## src/rtl/traffic_intersection_ctrl_if.sv

```systemverilog
// Control/status bundle between the intersection controller and its lamp/request side.
// The master drives run-enable and pedestrian requests; the slave (controller) drives lamps and phase.
interface traffic_intersection_ctrl_if;
    logic       en;
    logic       ped_req;
    logic [2:0] ns_light;
    logic [2:0] ew_light;
    logic       walk;
    logic [2:0] phase;

    modport master (
        output en, ped_req,
        input  ns_light, ew_light, walk, phase
    );

    modport slave (
        input  en, ped_req,
        output ns_light, ew_light, walk, phase
    );
endinterface

```

## src/rtl/traffic_intersection_ctrl.sv

```systemverilog
// Two-road (NS/EW) intersection light controller with all-red clearance and run/hold enable.
// Define TLC_PED_EN to add the pedestrian WALK phase after the second all-red.
module traffic_intersection_ctrl #(
    parameter int CNT_W       = 8,
    parameter int GREEN_TIME  = 10,
    parameter int YELLOW_TIME = 3,
    parameter int ALLRED_TIME = 2,
    parameter int WALK_TIME   = 6
) (
    input  logic                      clk,
    input  logic                      rst,
    traffic_intersection_ctrl_if.slave bus
);

    typedef enum logic [2:0] {
        NS_G    = 3'd0,
        NS_Y    = 3'd1,
        AR1     = 3'd2,
        EW_G    = 3'd3,
        EW_Y    = 3'd4,
        AR2     = 3'd5,
        WALK    = 3'd6,
        ILLEGAL = 3'd7
    } state_t;

    state_t           state_q, state_d, succ;
    logic [CNT_W-1:0] cnt_q, cnt_d, last;
    logic             legal;
    logic             ped_go;

`ifdef TLC_PED_EN
    logic ped_pending_q, ped_pending_d;

    assign ped_go = ped_pending_q | bus.ped_req;
`else
    logic unused_ped_req;

    assign ped_go         = 1'b0;
    assign unused_ped_req = bus.ped_req;
`endif

    always_ff @(posedge clk or posedge rst) begin
        if (rst) begin
            state_q <= NS_G;
            cnt_q   <= '0;
        end else begin
            state_q <= state_d;
            cnt_q   <= cnt_d;
        end
    end

`ifdef TLC_PED_EN
    always_ff @(posedge clk or posedge rst) begin
        if (rst) ped_pending_q <= 1'b0;
        else     ped_pending_q <= ped_pending_d;
    end

    // Requests are remembered until WALK is entered; requests made while walking are dropped.
    always_comb begin
        ped_pending_d = ped_pending_q;
        if (state_q != WALK && state_d == WALK) ped_pending_d = 1'b0;
        else if (state_q != WALK && bus.ped_req) ped_pending_d = 1'b1;
    end
`endif

    always_comb begin
        last = '0;
        case (state_q)
            NS_G, EW_G: last = CNT_W'(GREEN_TIME - 1);
            NS_Y, EW_Y: last = CNT_W'(YELLOW_TIME - 1);
            AR1, AR2:   last = CNT_W'(ALLRED_TIME - 1);
`ifdef TLC_PED_EN
            WALK:       last = CNT_W'(WALK_TIME - 1);
`endif
            default:    last = '0;
        endcase
    end

    // The dwell compare is made before the increment, so the counter can never wrap.
    always_comb begin
        state_d = state_q;
        cnt_d   = cnt_q;
        succ    = NS_G;
        legal   = 1'b1;
        case (state_q)
            NS_G:    succ = NS_Y;
            NS_Y:    succ = AR1;
            AR1:     succ = EW_G;
            EW_G:    succ = EW_Y;
            EW_Y:    succ = AR2;
            AR2:     succ = ped_go ? WALK : NS_G;
`ifdef TLC_PED_EN
            WALK:    succ = NS_G;
`endif
            default: legal = 1'b0;
        endcase

        if (!legal) begin
            state_d = NS_G;
            cnt_d   = '0;
        end else if (bus.en) begin
            if (cnt_q == last) begin
                state_d = succ;
                cnt_d   = '0;
            end else begin
                cnt_d = cnt_q + 1'b1;
            end
        end
    end

    always_comb begin
        bus.ns_light = 3'b100;
        bus.ew_light = 3'b100;
        bus.walk     = 1'b0;
        bus.phase    = state_q;
        case (state_q)
            NS_G:    bus.ns_light = 3'b001;
            NS_Y:    bus.ns_light = 3'b010;
            EW_G:    bus.ew_light = 3'b001;
            EW_Y:    bus.ew_light = 3'b010;
`ifdef TLC_PED_EN
            WALK:    bus.walk = 1'b1;
`endif
            default: bus.ns_light = 3'b100;
        endcase
    end

endmodule
```

## src/flat_wrapper.sv

```systemverilog
// flat-port wrapper written by rule: the top's interface ports become plain ports
module traffic_intersection_ctrl_flat 
#(
    parameter int CNT_W       = 8,
    parameter int GREEN_TIME  = 10,
    parameter int YELLOW_TIME = 3,
    parameter int ALLRED_TIME = 2,
    parameter int WALK_TIME   = 6
)
  (clk, rst, bus_en, bus_ped_req, bus_ns_light, bus_ew_light, bus_walk, bus_phase);
  traffic_intersection_ctrl_if bus_i ();
  input  logic clk;
  input  logic rst;
  input wire logic [$bits(bus_i.en)-1:0] bus_en;
  input wire logic [$bits(bus_i.ped_req)-1:0] bus_ped_req;
  output wire logic [$bits(bus_i.ns_light)-1:0] bus_ns_light;
  output wire logic [$bits(bus_i.ew_light)-1:0] bus_ew_light;
  output wire logic [$bits(bus_i.walk)-1:0] bus_walk;
  output wire logic [$bits(bus_i.phase)-1:0] bus_phase;
  assign bus_i.en = bus_en;
  assign bus_i.ped_req = bus_ped_req;
  assign bus_ns_light = bus_i.ns_light;
  assign bus_ew_light = bus_i.ew_light;
  assign bus_walk = bus_i.walk;
  assign bus_phase = bus_i.phase;
  traffic_intersection_ctrl #(.CNT_W(CNT_W), .GREEN_TIME(GREEN_TIME), .YELLOW_TIME(YELLOW_TIME), .ALLRED_TIME(ALLRED_TIME), .WALK_TIME(WALK_TIME)) u_core (.clk(clk), .rst(rst), .bus(bus_i));
endmodule
```

## config.mk

```make
export PLATFORM = sky130hd
export DESIGN_NAME = traffic_intersection_ctrl_flat
export DESIGN_NICKNAME = d
export VERILOG_FILES = /design/src/rtl/traffic_intersection_ctrl_if.sv /design/src/rtl/traffic_intersection_ctrl.sv /design/src/flat_wrapper.sv
export SDC_FILE = /design/constraint.sdc
export NUM_CORES = 1
export LEC_CHECK = 0
export CORE_UTILIZATION = 38
export CTS_BUF_LIST = sky130_fd_sc_hd__clkbuf_16
export DETAILED_ROUTE_END_ITERATION = 10
export PLACE_DENSITY_LB_ADDON = 0.08
export SYNTH_ARGS = -nofsm -noshare
export SYNTH_HDL_FRONTEND = slang
export SYNTH_SLANG_ARGS = --single-unit
```

## constraint.sdc

```tcl
create_clock -name clk -period 2 [get_ports clk]
set_input_delay 0.4 -clock clk [delete_from_list [all_inputs] [get_ports clk]]
set_output_delay 0.4 -clock clk [all_outputs]
set_load 0.02 [all_outputs]
```

==> results of run 1 <==
==> Yosys cell counts <==
library cell	n
sky130_fd_sc_hd__a21boi_0	1
sky130_fd_sc_hd__or3_2	1
sky130_fd_sc_hd__or4_1	1
sky130_fd_sc_hd__ha_1	1
sky130_fd_sc_hd__or2b_2	2
sky130_fd_sc_hd__buf_6	1
sky130_fd_sc_hd__o211a_1	1
sky130_fd_sc_hd__or2_2	1
sky130_fd_sc_hd__clkbuf_2	1
sky130_fd_sc_hd__o21ai_0	4
sky130_fd_sc_hd__nor2b_1	2
sky130_fd_sc_hd__xnor2_1	4
sky130_fd_sc_hd__xor2_1	4
sky130_fd_sc_hd__nand2_1	5
sky130_fd_sc_hd__o31ai_1	2
sky130_fd_sc_hd__a21o_1	1
sky130_fd_sc_hd__nor2_2	1
sky130_fd_sc_hd__or3b_2	1
sky130_fd_sc_hd__nor3_1	1
sky130_fd_sc_hd__nand3_1	4
sky130_fd_sc_hd__buf_4	1
sky130_fd_sc_hd__nor2_1	14
sky130_fd_sc_hd__nand3b_1	1
sky130_fd_sc_hd__mux2i_1	2
sky130_fd_sc_hd__nand4_1	3
sky130_fd_sc_hd__nand2b_1	1
sky130_fd_sc_hd__or4_4	2
sky130_fd_sc_hd__conb_1	1
sky130_fd_sc_hd__o2111ai_2	1
sky130_fd_sc_hd__inv_1	4
sky130_fd_sc_hd__dfrtp_1	11
==> cells in the final DEF (no fill, tap or decap), drive strengths merged <==
cell type and count:
nand4 3, dfrtp 11, buf 13, o31ai 2
mux2i 2, dlygate4sd2 5, or3b 1, o211a 1
nor2 15, conb 1, xor2 4, a21o 1
nor2b 2, xnor2 4, o2111ai 1, clkbuf 3
clkdlybuf4s50 5, or4 3, o21ai 4, nand2 5
nand3b 1, or3 1, nand2b 1, a21boi 1
nor3 1, nand3 4, ha 1, or2 1
inv 5, dlymetal6s2s 1, or2b 2
==> state kept, by name, summed over array words and instances (netlist names) <==
name	flops
u_core.cnt_q	8
u_core.bus.phase	3
==> what timing repair did <==
action / in CTS / in global routing
gates resized for setup: 5 / 4
setup buffers: 0 / 2
hold buffers: 0 / 0
setup endpoints to repair: 5 / 4
==> critical path: cells and delay by family, from the launching register on <==
| family | cells | cell delay, ns |
|---|---|---|
| AND/OR/NAND/NOR | 3 | 1.19 |
| flip-flops | 1 | 0.37 |
| AO/OA/AOI/OAI | 1 | 0.13 |
| multiplexers | 1 | 0.13 |
==> through the flow <==
stage | hold slack (ns) | area [um^2] | total power, mW
3_5_place_dp | 0.568 | 917 | 1.22
2_1_floorplan | 0.252 | 717 | 0.864
6_report | 0.457 | 1020 | 1.62
5_1_grt | 0.523 | 1020 | 1.73
3_3_place_gp | 0.565 | 917 | 1.21
4_1_cts | 0.474 | 990 | 1.56
==> power breakdown <==
group	internal [mW]	switching, mW
clock	0.262	0.0980
combinational	0.429	0.460
sequential	0.296	0.0757
==> layer usage <==
metal | share of wire (%) | wire length, um | global-route usage [%]
met3 | 3.9 | 62 | 7.20
met1 | 48 | 771 | 25.5
met5 | 0 | 0 | 0
met4 | 2.6 | 41 | 9.09
met2 | 45 | 718 | 26.4
==> logic make-up after synthesis <==
logic type | count (synthesis)
other | 1
buffers and inverters | 7
flip-flops | 11
adder cells (fa/ha/maj) | 1
AO/OA/AOI/OAI | 10
multiplexers | 2
XOR/XNOR | 8
AND/OR/NAND/NOR | 40
==> final cells by class <==
cell class                 instances  share of cell area, %
inverter                           4                   1.47
tap                               25                   3.06
clock buffer                       3                   7.33
timing repair buffer              24                   19.9
clock inverter                     1                  0.367
multi-input combinational         62                   40.8
sequential                        11                   27.0
==> final timing paths <==
| check | startpoint | end | slack [ns] | cells after the start |
|---|---|---|---|---|
| setup / recovery | u_core.cnt_q[2] | u_core.bus.phase[2] | 0.06 | 5 |
| hold / removal | rst | u_core.cnt_q[6] | 0.46 | 2 |
| setup reg to reg | u_core.cnt_q[2] | u_core.bus.phase[2] | 0.06 | 5 |
| hold reg to reg | u_core.cnt_q[6] | u_core.cnt_q[6] | 0.58 | 2 |
| max in group asynchronous | rst | u_core.bus.phase[2] | 1.22 | 2 |
| min in group clk | u_core.cnt_q[6] | u_core.cnt_q[6] | 0.58 | 2 |
==> flow_summary.ini, run 1 <==
[status]
outcome = finished clean

[die]
die_h_um = 45.3
core_area_um2 = 1750
placement_rows = 15
start_util_pct = 40.9
design.portCount = 14
die_x_um = 45.3
die_area_um2 = 2050

[grt]
grtUsageTotal_pct = 18.9
grt-ovfl-total = 0
grt_start_max_net_pins = 12
grt_first_pass_wirelength_mm = 2.60
number_of_antenna_violations_at_the_first_check_in_global_routing = 0
via_count_of_the_first_global_routing_pass = 578

[detailed_routing]
wl_per_cell_um = 12.3
drt_drc_violations_left = 0
detailroute.via_count = 630
routed_via_density = 4.85
postRouteWirelength_mm = 1.59
drt_iter0_markers = 11
antenna_violating_nets_left = 0
first_pass_iters = 4

[placed_design]
port_buffers = 11
post-place-ws_ns = 0.0380
finalWeightedCongestion = 0.689
dp.final_hpwl_mm = 1.19
dp.cells = 124

[synthesis]
post_synth_inst_count = 80
postSynthAreaPerCell_um2 = 8.91
syn_nets = 85
netlist-cell-type-count = 31
synthDominantCellAreaShare_pct = 38.6
ys_warnings = 0
synth_compound_area_share_pct = 10.5
synth_area_leaders = sky130_fd_sc_hd__dfrtp_1, sky130_fd_sc_hd__nor2_1, sky130_fd_sc_hd__xnor2_1
yosys.area_share.simple_pct = 30.5
synth-adder-area-share_pct = 1.75
synthMuxAreaShare_pct = 2.81
synthesis.area_um2 = 713
postSynthRegisterBits = 11
dominant_combinational_cell_family_by_area_after_synthesis = simple AND/OR/NAND/NOR gates
synth_xor_xnor_area_share_pct = 9.82
synth.largest_area_cell = sky130_fd_sc_hd__dfrtp_1
synth_sequential_area_ratio_pct = 38.6

[clock_tree]
h-tree-depth = 1
tritoncts = built
tritoncts.num_buffers = 3
clk_path_buf_depth = 2
worst_skew_pair.late_latency_ns = 0.24
cts_sinks = 11
clk_transition_reported_paths_ns = 0.04
clock-root-buffer = sky130_fd_sc_hd__clkbuf_16

[run]
cap_viol_max_count = 0

[critical_path]
critical_path.most_common_cell = sky130_fd_sc_hd__or4_4
crit_path_max_fanout = 4
crit_slowest_cell = sky130_fd_sc_hd__or4_4
ordered_list_of_cells_on_the_worst_path = or4_4 > nor2_4 > o2111ai_4 > or4_4 > mux2i_1
cp.arrival_ns = 2.06
critPathKind = reg -> reg
critPathMaxStageDelay_ns = 0.55
worst_path_required_time_ns = 2.12
critical_path.endpoint_type = register
crit_path_start_kind = register

[cells_and_area]
final_core_util_pct = 58.6
multi_input_area_um2 = 418
drive_above_1_share_pct = 24.8
area.growth.synth_to_final_pct = 43.5
instances_no_fill = 130
filler_instances = 176
ff_latch_area_um2 = 277
final_nets = 111
antenna_cells_inserted = 0

[timing]
timing.final.hold_violations = 0
timing.clock.skew_ns = 0.000257
final_max_slew_viol_count = 0
grt_setup_unrepaired = yes
min_period_over_period_pct = 96.9
timing.final.ws_setup_ns = 0.0625
setup_viol = 0
period_minus_slack_ns = 1.94
setup-tns-final_ns = 0
fmaxAchievable_mhz = 516

[pwr]
cellLeakagePower_nw = 0.493
irDropWorstVdd_uv = 719
pwr_density_cell_nw_per_um2 = 1580

[min_path]
hold_path.class = in -> async
(Power assumes the default switching activity.)
==> inputs of run 2 (changes only) <==
CAP_MARGIN = 20   (was unset)
==> results of run 2 <==
The final DEF is identical to that of run 1; final timing and power are the same.
